$ cat src/rtl/fifo_wr_ptr_ctrl.sv
// Write-side pointer controller for a dual-clock FIFO: binary/Gray write pointer,
// read-pointer synchronizer, write strobe/address, full, almost_full, occupancy, overflow.
module fifo_wr_ptr_ctrl #(
    parameter int ADDR_W   = 3,
    parameter int AFULL_TH = 6
) (
    input  logic              clk,
    input  logic              n_rst,
    input  logic              wenable,
    input  logic [ADDR_W:0]   rptr_gray_async,
    output logic              wen_mem,
    output logic [ADDR_W-1:0] waddr,
    output logic [ADDR_W:0]   wptr_gray,
    output logic              full,
    output logic              almost_full,
    output logic [ADDR_W:0]   wcount,
    output logic              overflow
);

    localparam logic [ADDR_W:0] AFULL_LVL = (ADDR_W + 1)'(AFULL_TH);

    function automatic logic [ADDR_W:0] bin2gray(input logic [ADDR_W:0] b);
        return b ^ (b >> 1);
    endfunction

    function automatic logic [ADDR_W:0] gray2bin(input logic [ADDR_W:0] g);
        logic [ADDR_W:0] b;
        b[ADDR_W] = g[ADDR_W];
        for (int i = ADDR_W - 1; i >= 0; i--) begin
            b[i] = b[i+1] ^ g[i];
        end
        return b;
    endfunction

    logic [ADDR_W:0] wbin;
    logic [ADDR_W:0] wbin_nxt;
    logic [ADDR_W:0] wgray_nxt;
    logic [ADDR_W:0] rsync1;
    logic [ADDR_W:0] rsync2;
    logic [ADDR_W:0] rbin_sync;
    logic [ADDR_W:0] rgray_full;
    logic            accept;

    // Reset gates the strobe so no storage write can slip through while pointers are held at 0.
    assign accept    = wenable & ~full & n_rst;
    assign wen_mem   = accept;
    assign wbin_nxt  = wbin + {{ADDR_W{1'b0}}, accept};
    assign wgray_nxt = bin2gray(wbin_nxt);
    assign waddr     = wbin[ADDR_W-1:0];

    // Full when the write pointer is exactly one lap ahead: top two Gray bits inverted, rest equal.
    assign rgray_full  = {~rsync2[ADDR_W:ADDR_W-1], rsync2[ADDR_W-2:0]};
    assign rbin_sync   = gray2bin(rsync2);
    assign wcount      = wbin - rbin_sync;
    assign almost_full = (wcount >= AFULL_LVL);

    // Only rsync2 is consumed; rsync1 absorbs metastability from the read domain.
    always_ff @(posedge clk or negedge n_rst) begin
        if (!n_rst) begin
            rsync1 <= '0;
            rsync2 <= '0;
        end else begin
            // NOTE: non-blocking so rsync2 takes the pre-edge rsync1, forming a true 2-stage chain.
            rsync1 <= rptr_gray_async;
            rsync2 <= rsync1;
        end
    end

    always_ff @(posedge clk or negedge n_rst) begin
        if (!n_rst) begin
            wbin      <= '0;
            wptr_gray <= '0;
            full      <= 1'b0;
            overflow  <= 1'b0;
        end else begin
            wbin      <= wbin_nxt;
            wptr_gray <= wgray_nxt;
            full      <= (wgray_nxt == rgray_full);
            overflow  <= wenable & full;
        end
    end

endmodule

$ cat config.mk
export PLATFORM = sky130hd
export DESIGN_NAME = fifo_wr_ptr_ctrl
export DESIGN_NICKNAME = d
export VERILOG_FILES = /design/src/rtl/fifo_wr_ptr_ctrl.sv
export SDC_FILE = /design/constraint.sdc
export NUM_CORES = 1
export LEC_CHECK = 0
export CAP_MARGIN = 0
export CORE_MARGIN = 5
export CORE_UTILIZATION = 44
export CTS_CLUSTER_SIZE = 20
export DETAILED_ROUTE_END_ITERATION = 8
export GPL_ROUTABILITY_DRIVEN = 0
export PLACE_DENSITY = 0.76
export SYNTH_ARGS = -nofsm -noshare
export SYNTH_HDL_FRONTEND = slang
export SYNTH_SLANG_ARGS = --single-unit
$ cat constraint.sdc
create_clock -name clk -period 3.26 [get_ports clk]
set_input_delay 0.652 -clock clk [delete_from_list [all_inputs] [get_ports clk]]
set_output_delay 0.652 -clock clk [all_outputs]
set_load 0.02 [all_outputs]
==> results.ini <==
[run_status]
status=finished, final reports clean

[clock_tree]
hold_buffers=0
clk_latency_ns=0.28
clockBufferDepth=2
clock-root-buffer=clkbuf_4
clock-sinks=17
cts_inserted_buffers=3
cts_tree=done
post_cts_buffers=0
clk_pin_slew_ns=0.09
htree_num_levels=1

[critical_path]
arrival_ns=2.41
critPathLaunchType=flop
required_ns=2.61
r2r_start=full$_DFF_PN0_
endpoint_kind=output pin
crit_fanout=2
crit_type=flop to output pin
crit_start=rsync2[3]$_DFF_PN0_

[cells_and_area]
final_util_pct=65.6
area_growth_pct=38.1
final_layout_size_suffix_gt1_share_pct=11.8
finalNetCount=99
diodes=0

[sta]
worst_slew_pin_slew_ns=0.323
drv_slew=0
setup_viol=0
post-route-min-period_ns=3.06
rsz0062_at_grt=false
fmax_mhz=327
fin_crit_sh_pct=93.9
tns_ns=0
fin_skew_ns=0.000220
relSlewSlack_pct=78.4
hold_viol=0

[routing]
routed_via_density=4.82
drt_iter0_drc=6
drt_wl_total_um=1140
drc_errors=0
drt_pre_antenna_iters=3
wl_per_cell_um=11.3
ant_nets=0
vias=487

[yosys]
syn_area_um2=732
synth_edf_count=0
ys_warn_count=0
avgSynthCellArea_um2=12.8
ys_types=17
ys_seq_area_share_pct=58.1
syn_nets=70
async_reset_ff_share_pct=100
ys_ff_latch=17
synthCells=57
synth-main-ff-cell=dfrtp_1

[pwr]
vdd_drop_max_mv=0.515
cellPowerDensity_nw_per_um2=1020
p_leak_uw=0.000476

[floorplanning]
row_count=14
die_area_um2=2580
die_height_um=50.8
coreArea_um2=1540
start_util_pct=47.5
die_w_um=50.8
ios=22

[global_route]
grt_max_degree=18
grt_pass1_wl_um=2160
overflow=0
antenna_found_initial=0
first_global_vias=504
grt_usage_pct=10.8

[min_path]
min-delay-start=rsync1[0]$_DFF_PN0_
hold_class=flop to flop

[place]
portBuffers=21
place_hpwl_um=931

[job]
drv_cap=0

-- report_power, final --
group          switching (uW)  internal, uW  total [uW]
Sequential               43.8           270         314
Combinational             334           275         608
Clock                    61.1          45.5         107
Total                     438           590        1030
-- area by class of cell --
class | instances | area [um2]
Inverter | 5 | 18.8
Tap cell | 16 | 20.0
Clock inverter | 1 | 5.00
Timing Repair Buffer | 24 | 224
Sequential cell | 17 | 425
Fill cell | 143 | 531
Clock buffer | 3 | 22.5
Multi-Input combinational cell | 35 | 295
-- what timing repair did --
action / in CTS / in global routing
gates resized for setup: 5 / 4
endpoints found under the setup margin: 4 / 3
pin swaps: 0 / 1
-- cell families after synthesis --
| family | after synthesis | synth area share (%) |
|---|---|---|
| AND/OR/NAND/NOR | 12 | 8.38 |
| XOR/XNOR | 13 | 16.6 |
| buffers and inverters | 5 | 2.56 |
| flip-flops | 17 | 58.1 |
| AO/OA/AOI/OAI | 4 | 3.08 |
| adder cells (fa/ha/maj) | 6 | 11.3 |
-- worst paths after layout --
path / endpoint / slack (ns) / depth (start not counted)
hold reg to reg: rsync2[0]$_DFF_PN0_ / 0.36 / 0
setup / recovery: wcount[2] / 0.20 / 8
setup reg to reg: full$_DFF_PN0_ / 1.26 / 7
hold / removal: rsync2[0]$_DFF_PN0_ / 0.36 / 0
max in group asynchronous: wptr_gray[2]$_DFF_PN0_ / 2.36 / 2
min in group asynchronous: full$_DFF_PN0_ / 0.72 / 2
-- layer usage --
layer,up-vias,part of all wire [%],GRT usage [%]
met3,2,7.3,2.66
met4,0,0.88,5.11
met2,13,47,16.5
li1,240,-,-
met1,232,45,14.3
met5,-,0,0
-- state kept, by name, indices dropped and copies added, names as in the netlist --
| name | flops |
|---|---|
| overflow | 1 |
| rsync2 | 4 |
| full | 1 |
| wptr_gray | 3 |
| wbin | 4 |
| rsync1 | 4 |
-- through the flow --
stage          area [um2]  hold WS (ns)  worst slack, ns  power (uW)  std cells
2_1_floorplan         732         0.331            0.208         696         57
3_3_place_gp          985         0.333           0.0825         965         97
3_5_place_dp          985         0.337           0.0239         975         97
4_1_cts              1010         0.360          0.00973        1050        101
5_1_grt              1010         0.376          0.00286        1120        101
6_report             1010         0.357            0.199        1030        101
-- Yosys cell counts (2+ instances only) --
cell type / instances / share of area [%]
dfrtp_1: 17 / 58
nand2_1: 2 / 1.0
or3_1: 2 / 1.7
ha_1: 5 / 8.5
xor2_1: 9 / 11
nor2_1: 2 / 1.0
inv_1: 5 / 2.6
nand3_1: 3 / 2.1
xnor2_1: 3 / 3.6
o21ai_0: 2 / 1.4
-- layout by cell type (no fill, tap or decap), types with 3 or more instances in the layout --
cell type and instances:
clkbuf_4 3, inv_1 5, ha_1 5, dfrtp_1 17, buf_4 3, clkdlybuf4s50_1 17
dlygate4sd2_1 3, nand3_1 3, xor2_1 9
-- critical path: stages (launching register included) --
cell and delay, ns:
dfrtp_1 0.42, xnor2_2 0.20, xor2_1 0.23, xnor2_1 0.15, ha_1 0.18, inv_1 0.05, fa_1 0.38, xor2_1 0.17
dlygate4sd2_1 0.35
Power figures use the tool's default switching activity.
